`config.mk`:
```
export PLATFORM = sky130hd
export DESIGN_NAME = fetch_queue
export DESIGN_NICKNAME = d
export VERILOG_FILES = /design/src/rtl/fetch_queue.sv
export SDC_FILE = /design/constraint.sdc
export NUM_CORES = 1
export LEC_CHECK = 0
export ABC_AREA = 0
export BUFFER_PORTS_ARGS = -buffer_cell sky130_fd_sc_hd__buf_2
export CORE_MARGIN = 2
export CORE_UTILIZATION = 63
export CTS_CLUSTER_DIAMETER = 80
export DETAILED_ROUTE_END_ITERATION = 8
export PLACE_DENSITY = 0.85
export SYNTH_ARGS = -nofsm -noshare
export SYNTH_HDL_FRONTEND = slang
export SYNTH_SLANG_ARGS = --single-unit
export TNS_END_PERCENT = 10
```
`constraint.sdc`:
```
create_clock -name clk -period 7.7 [get_ports clk]
set_input_delay 1.155 -clock clk [delete_from_list [all_inputs] [get_ports clk]]
set_output_delay 1.155 -clock clk [all_outputs]
set_load 0.02 [all_outputs]
```
`src/rtl/fetch_queue.sv`:
```
// Instruction fetch front end: single-outstanding ibus requests feeding a {pc, instr} FIFO.
// Optional performance counters are enabled by defining FETCHQ_PERF_EN.
module fetch_queue #(
  parameter int unsigned ADDR_W  = 64,
  parameter int unsigned INSTR_W = 32,
  parameter int unsigned DEPTH   = 4,
  parameter logic [ADDR_W-1:0] PC_INIT = ADDR_W'('h8000_0000),
  localparam int unsigned CW = $clog2(DEPTH) + 1,
  localparam int unsigned PW = $clog2(DEPTH)
) (
  input  logic               clk,
  input  logic               reset,
  input  logic               fetch_en,
  input  logic               redirect_valid,
  input  logic [ADDR_W-1:0]  redirect_pc,
  output logic               ireq_valid,
  output logic [ADDR_W-1:0]  ireq_addr,
  input  logic               iresp_data_ok,
  input  logic [INSTR_W-1:0] iresp_data,
  output logic               out_valid,
  output logic [ADDR_W-1:0]  out_pc,
  output logic [INSTR_W-1:0] out_instr,
  input  logic               out_ready,
  output logic [CW-1:0]      count
`ifdef FETCHQ_PERF_EN
  ,
  output logic [63:0]        perf_req,
  output logic [63:0]        perf_discard,
  output logic [63:0]        perf_starve
`endif
);

  typedef enum logic [1:0] {IDLE, WAIT, DISCARD} state_t;

  state_t              state_q, state_d;
  logic [ADDR_W-1:0]   fetch_pc_q, fetch_pc_d;
  logic [ADDR_W-1:0]   addr_q, addr_d;
  logic [PW-1:0]       rd_q, wr_q;
  logic [CW-1:0]       count_q, count_d;
  logic [ADDR_W-1:0]   pc_mem  [DEPTH];
  logic [INSTR_W-1:0]  ins_mem [DEPTH];
  logic                push, pop, issue, issued;
  logic [ADDR_W-1:0]   rpc;
  logic                unused_rpc_lsbs;

  assign rpc             = {redirect_pc[ADDR_W-1:2], 2'b00};
  assign unused_rpc_lsbs = ^redirect_pc[1:0];

  assign ireq_valid = (state_q != IDLE);
  assign ireq_addr  = addr_q;
  assign out_valid  = (count_q != '0);
  assign out_pc     = out_valid ? pc_mem[rd_q]  : '0;
  assign out_instr  = out_valid ? ins_mem[rd_q] : '0;
  assign count      = count_q;

  always_comb begin
    push     = (state_q == WAIT) && iresp_data_ok && !redirect_valid;
    pop      = out_valid && out_ready && !redirect_valid;
    count_d  = redirect_valid ? '0 : count_q + CW'(push) - CW'(pop);
    issue    = fetch_en && (count_d < CW'(DEPTH));
    state_d    = state_q;
    fetch_pc_d = fetch_pc_q;
    addr_d     = addr_q;
    issued     = 1'b0;
    unique case (state_q)
      IDLE: begin
        if (redirect_valid) begin
          fetch_pc_d = rpc;
        end else if (issue) begin
          state_d = WAIT;
          addr_d  = fetch_pc_q;
          issued  = 1'b1;
        end
      end
      WAIT: begin
        if (iresp_data_ok) begin
          // A redirect landing with the response drops it and restarts at rpc.
          fetch_pc_d = redirect_valid ? rpc : addr_q + ADDR_W'(4);
          if (issue) begin
            addr_d = fetch_pc_d;
            issued = 1'b1;
          end else begin
            state_d = IDLE;
          end
        end else if (redirect_valid) begin
          state_d    = DISCARD;
          fetch_pc_d = rpc;
        end
      end
      DISCARD: begin
        if (redirect_valid) fetch_pc_d = rpc;
        if (iresp_data_ok) begin
          if (issue) begin
            state_d = WAIT;
            addr_d  = fetch_pc_d;
            issued  = 1'b1;
          end else begin
            state_d = IDLE;
          end
        end
      end
      default: state_d = IDLE;
    endcase
  end

  always_ff @(posedge clk or posedge reset) begin
    if (reset) begin
      state_q    <= IDLE;
      fetch_pc_q <= PC_INIT;
      addr_q     <= '0;
      rd_q       <= '0;
      wr_q       <= '0;
      count_q    <= '0;
    end else begin
      state_q    <= state_d;
      fetch_pc_q <= fetch_pc_d;
      addr_q     <= addr_d;
      count_q    <= count_d;
      if (redirect_valid) begin
        rd_q <= '0;
        wr_q <= '0;
      end else begin
        if (push) wr_q <= wr_q + PW'(1);
        if (pop)  rd_q <= rd_q + PW'(1);
      end
    end
  end

  always_ff @(posedge clk) begin
    if (push) begin
      pc_mem[wr_q]  <= addr_q;
      ins_mem[wr_q] <= iresp_data;
    end
  end

`ifdef FETCHQ_PERF_EN
  always_ff @(posedge clk or posedge reset) begin
    if (reset) begin
      perf_req     <= '0;
      perf_discard <= '0;
      perf_starve  <= '0;
    end else begin
      if (issued) perf_req <= perf_req + 64'd1;
      if (iresp_data_ok && ((state_q == DISCARD) || (state_q == WAIT && redirect_valid)))
        perf_discard <= perf_discard + 64'd1;
      if (out_ready && !out_valid) perf_starve <= perf_starve + 64'd1;
    end
  end
`endif

endmodule

```
==> flow_summary.ini, run 1 <==
[status]
status = complete, no violations

[sta]
fin_skew_ns = 0.03242
rsz0062_at_grt = false
fmax_mhz = 191.6
whs_ns = 0.4798
min_period_over_period_pct = 67.77
max-slew-margin-rel_pct = 8.928
slew_violations = 0
setup-tns-final_ns = 0
worst_slew_pin_slew_ns = 1.362
min_period_ns = 5.219
setup_viol = 0
hold_violations = 0

[setup_path]
critical_path.max_fanout = 99
cpPeakStageDelay_ns = 0.87
critPathCaptureType = flip-flop
cp_data_arrival_time_ns = 5.67
crit_slowest_cell = or3_4
path_class = reg -> reg
required_ns = 8.16
cp-start-kind = flip-flop
path_cells = or3_4, nand2_1, nor2_1, ha_1, inv_1, ha_1, inv_1, fa_1, xnor3_1, o21ai_1, nor2_4, nand2_1, a221oi_1, a21oi_1

[clocking]
cts_sinks = 521
numCtsBuffers = 51
cts_max_path_buffers = 3
root_buffer = clkbuf_16
cts.repair.resized = 0
cts_setup_buffers = 0
worst_skew_pair.late_latency_ns = 0.60
cts_hold_buf = 0
htreeDepth = 2
clkTransAtPathRegs_ns = 0.06
cts_tree = built

[finish]
final_cell_mix = 384 x edfxtp_1, 264 x buf_2, 134 x dfrtp_1
syn2layout_area_growth_pct = 14.24
fin_cells = 2457
final_common_cell = edfxtp_1
nFillCells = 2253
drive_above_1_share_pct = 25.14
finalInstanceArea_mm2 = 0.02693
final_nets = 2045

[synth]
synth_edf_count = 384
syn_area_mm2 = 0.02357
ys_warn_count = 0
ys_seq_area_share_pct = 63.46
synth.area.top_cells = edfxtp_1 49%, dfrtp_1 14%, mux4_2 9.2%
synth-simple-area-share_pct = 10.03
synth-compound-area-share_pct = 11.76
synth_nets = 1824
synth_mux_area_share_pct = 9.575
synth_cells = 1709
synth.avg_cell_area_um2 = 13.79
synth.distinct_cells = 73
synth-seq-cells = 521
synth_xor_area_share_pct = 1.953
ys.flop_type = edfxtp_1
synthArstFlopShare_pct = 26.30
synth_top_family_by_area = compound AO/OA/AOI/OAI gates
synth_area_leader_cell = edfxtp_1
synthAdderAreaFrac_pct = 0.7218
synth_top_cell_area_share_pct = 48.91

[global_routing]
grt_pass1_wl_um = 95830
antenna_found_initial = 19
grt_usage_pct = 32.44
grt_pass1_vias = 16930
overflow = 0
grt_max_degree = 100

[worst_hold_path]
hold_class = reg -> reg

[place]
hpwl_um = 37820
postPlaceCellArea_mm2 = 0.02525
io_buffers = 264
dp_cells = 2345
place.gp.congestion = 0.8715

[run]
cap_violations = 0

[power]
power_density_mw_per_mm2 = 405.2
power.total_mw = 10.91
ir_drop_uv = 295.9
p_leak_nw = 9.664

[floorplan]
rows = 70
core_area_mm2 = 0.03670
die_w_um = 197.4
dieArea_mm2 = 0.03898
die_h_um = 197.4
io_pins = 267
start_util_pct = 64.24

[drt]
via_per_inst = 6.930
firstDrtPassIters = 6
drt-total-wl_um = 63410
vias = 17030
drc = 0
ant_nets = 0
drt-initial-drc-count = 2154
wl_per_cell_um = 25.81
==> worst paths after layout <==
check / startpoint / endpoint / slack (ns) / cells after the start
max in group asynchronous: reset / rd_q[1] / 5.34 / 3
max: count[1] / ireq_addr[49] / 2.48 / 14
min: fetch_pc_q[4] / fetch_pc_q[4] / 0.48 / 1
min in group asynchronous: reset / fetch_pc_q[62] / 0.74 / 2
max reg2reg: count[1] / ireq_addr[49] / 2.48 / 14
min reg2reg: fetch_pc_q[4] / fetch_pc_q[4] / 0.48 / 1
==> power by group <==
group | switching [mW] | internal [mW]
Sequential | 0.732 | 3.65
Clock | 1.07 | 1.37
Combinational | 2.59 | 1.50
Total | 4.38 | 6.53
==> worst max-delay path, delay by kind of cell, from the launching register on <==
| kind | cells | cell delay, ns |
|---|---|---|
| xor+xnor | 1 | 0.26 |
| flops | 1 | 0.44 |
| buf+inv | 2 | 0.10 |
| simple gates | 5 | 2.70 |
| compound gates | 3 | 0.85 |
| fa+ha+maj | 3 | 0.74 |
==> Yosys cell counts, types with 11 or more instances <==
cell type	instances
or3_1	11
buf_1	18
o221ai_1	14
dfrtp_1	136
xor2_1	26
and2_1	99
nand3_1	30
nor3_1	28
nand2_1	79
nand4_1	18
o21ai_0	87
a22oi_1	46
clkbuf_1	83
mux4_2	96
ha_1	12
a21oi_1	95
nor2_1	104
and3_1	18
xnor2_1	24
a221oi_1	19
buf_2	17
nor4_1	15
o22ai_1	61
edfxtp_1	384
inv_1	32
==> state kept, by name (all words and copies together) (netlist names) <==
register    cells
pc_mem        256
wr_q            2
fetch_pc_q     64
ireq_addr      64
state_q         2
rd_q            2
count           3
ins_mem       128
==> metrics by stage <==
stage          utilization, %  setup slack, ns
2_1_floorplan               -            2.879
3_3_place_gp            68.81            2.533
3_5_place_dp            68.81            2.449
4_1_cts                 73.28            2.556
5_1_grt                 73.34            2.156
6_report                73.39            2.481
==> layout make-up <==
type                            instances  area [um2]  area share [%]
Tap cell                              468       585.6           2.174
Sequential cell                       521       14970           55.58
Timing Repair Buffer                  287        1494           5.547
Clock buffer                           67        1418           5.264
Multi-Input combinational cell       1037        8083           30.01
Antenna cell                           16       40.04          0.1487
Inverter                               32       122.6          0.4553
Clock inverter                         29       220.2          0.8177
==> layer usage <==
layer | up-vias | track usage (%) | share of wire [%]
met1 | 8400 | 42.71 | 37
li1 | 7138 | - | -
met3 | 259 | 8.059 | 12
met4 | 8 | 15.57 | 4.3
met2 | 1222 | 51.26 | 47
met5 | - | 0 | 0.088
==> cell families after synthesis <==
group           count (synthesis)
compound gates                426
simple gates                  442
fa+ha+maj                      13
mux                           105
xor+xnor                       51
buf+inv                       151
flops                         521
(Power assumes the default switching activity.)
==> inputs of run 2 (changes only) <==
--- a/config.mk
+++ b/config.mk
@@ -8,10 +8,10 @@
 export ABC_AREA = 0
 export BUFFER_PORTS_ARGS = -buffer_cell sky130_fd_sc_hd__buf_2
 export CORE_MARGIN = 2
-export CORE_UTILIZATION = 63
+export CORE_UTILIZATION = 59
 export CTS_CLUSTER_DIAMETER = 80
 export DETAILED_ROUTE_END_ITERATION = 8
-export PLACE_DENSITY = 0.85
+export PLACE_DENSITY = 0.8
 export SYNTH_ARGS = -nofsm -noshare
 export SYNTH_HDL_FRONTEND = slang
 export SYNTH_SLANG_ARGS = --single-unit
==> constraint.sdc (replaced) <==
create_clock -name clk -period 5.1 [get_ports clk]
set_input_delay 0.765 -clock clk [delete_from_list [all_inputs] [get_ports clk]]
set_output_delay 0.765 -clock clk [all_outputs]
set_load 0.02 [all_outputs]
==> run 2 against run 1 <==
Final area rose by 1.4%. Critical path type unchanged. Sequential share of layout area fell by 0.74 points. Setup slack got worse by 1.7 ns. Non-clock buffer count rose by 10. Clock power rose by 61%. Sequential cell count did not move.
==> flow_summary.ini, run 2 (synthesis results as in run 1) <==
[status]
status = complete, no violations

[setup_path]
rr_worst_depth = 16
worst-path-stages = 16
crit_slowest_cell = nor2_4
endpoint = ireq_addr[47]
reg2reg_to = ireq_addr[47]
required_ns = 5.57
ff2ff_setup_slack_ns = 0.80
cp_data_arrival_time_ns = 4.77
timing.rr.start = state_q[1]
critPathCaptureType = flip-flop
path_cells = inv_1, ha_1, nor2b_1, buf_4, nand2_1, ha_1, inv_1, ha_1, inv_1, fa_1, xnor3_1, o21ai_1, nor2_4, nand2_1, o41ai_1, a21oi_1
cp-start-kind = flip-flop
cp_top_family = simple AND/OR/NAND/NOR gates
critical_path.max_fanout = 22
path_class = reg -> reg
crit_start = state_q[1]
cpPeakStageDelay_ns = 0.58
worst-path-buf-inv = 4

[sta]
hold_violations = 0
max-slew-margin-rel_pct = 17.92
rsz0062_at_grt = false
setup_viol = 0
min_period_ns = 4.304
fmax_mhz = 232.3
setup-tns-final_ns = 0
whs_ns = 0.3878
worst_slew_pin_slew_ns = 1.228
min_period_over_period_pct = 84.39
slew_violations = 0
fin_skew_ns = 0.01481

[drt]
firstDrtPassIters = 6
met2_length_um = 30030
top_layer_used = met5
wl_met1_um = 23900
via_per_inst = 6.695
drt-total-wl_um = 62640
drc = 0
route.met3.wl_um = 6124
vias = 16950
ant_nets = 0
drt-initial-drc-count = 1874
wl_per_cell_um = 24.74

[global_routing]
overflow = 0
grt_usage_pct = 30.40
grt_max_degree = 100
grt_pass1_wl_um = 95770
grt_pass1_vias = 16800
antenna_found_initial = 26

[finish]
top_regs = pc_mem: 256 flops, ins_mem: 128 flops
drive_above_1_share_pct = 25.64
final_cell_mix = 384 x edfxtp_1, 264 x buf_2, 134 x dfrtp_1
nFillCells = 2643
largest_reg_flops = 256
top_register = pc_mem
final_nets = 2056
final_common_cell = edfxtp_1
syn2layout_area_growth_pct = 15.79

[place]
io_buffers = 264
place.gp.congestion = 0.8428
hpwl_um = 38090

[clocking]
cts_setup_buffers = 0
root_buffer = clkbuf_16
htreeDepth = 2
cts_hold_buf = 0
worst_skew_pair.late_latency_ns = 0.60
cts.repair.resized = 0
cts_sinks = 521
cts_max_path_buffers = 3
clkTransAtPathRegs_ns = 0.06
numCtsBuffers = 52
cts_tree = built

[power]
power_density_mw_per_mm2 = 612.6
p_leak_nw = 9.806
ir_drop_uv = 343.2
power.total_mw = 16.72

[floorplan]
die_w_um = 203.9
rows = 73
start_util_pct = 59.61
dieArea_mm2 = 0.04157
io_pins = 267
die_h_um = 203.9
core_area_mm2 = 0.03955

[run]
cap_violations = 0

[worst_hold_path]
hold_class = in -> async
==> run 2: cell types whose count changed in the layout (fill, tap and decap cells not counted), sizes merged <==
cell | before | now
buf | 287 | 297
bufinv | 2 | 7
clkbuf | 67 | 65
clkinv | 20 | 23
clkinvlp | 5 | 1
diode | 16 | 22
==> run 2: where the power goes <==
part / switching, mW / internal (mW)
Clock: 1.61 / 2.30
Sequential: 1.10 / 5.52
Combinational: 3.85 / 2.34
Total: 6.56 / 10.2
==> run 2: routing by layer <==
| layer | up-vias | global-route usage [%] |
|---|---|---|
| met3 | 214 | 6.122 |
| met4 | 14 | 15.28 |
| li1 | 7192 | - |
| met2 | 1061 | 48.12 |
| met5 | - | 0 |
| met1 | 8472 | 40.53 |
==> run 2: stage by stage <==
| step | utilization (%) | setup slack [ns] | std cells | area [um2] |
|---|---|---|---|---|
| CTS | 68.88 | 0.8313 | 2510 | 27240 |
| floorplan | - | 0.6688 | 1709 | 23570 |
| global route | 68.97 | 0.4162 | 2524 | 27280 |
| global placement | 64.43 | 0.7075 | 2412 | 25480 |
| detailed placement | 64.43 | 0.6988 | 2412 | 25480 |
| finish | 69.02 | 0.7960 | 2532 | 27300 |
==> run 2: cell type report <==
type                            instances  area [um2]  share of cell area [%]
Antenna cell                           22       55.05                  0.2017
Tap cell                              525       656.9                   2.406
Timing Repair Buffer                  297        1657                   6.069
Clock buffer                           65        1393                   5.102
Clock inverter                         33       365.4                   1.338
Inverter                               32       125.1                  0.4584
Multi-Input combinational cell       1037        8077                   29.59
Sequential cell                       521       14970                   54.84
==> run 2: worst min-delay path by stage <==
stage | from | end | slack (ns)
final | reset | fetch_pc_q[50] | 0.39
after global routing | iresp_data[30] | ins_mem[1][30] | 0.37
after CTS | iresp_data[23] | ins_mem[0][23] | 0.36
after detailed placement | fetch_pc_q[4] | fetch_pc_q[4] | 0.47
after global placement | fetch_pc_q[4] | fetch_pc_q[4] | 0.46
after floorplan | fetch_pc_q[4] | fetch_pc_q[4] | 0.44
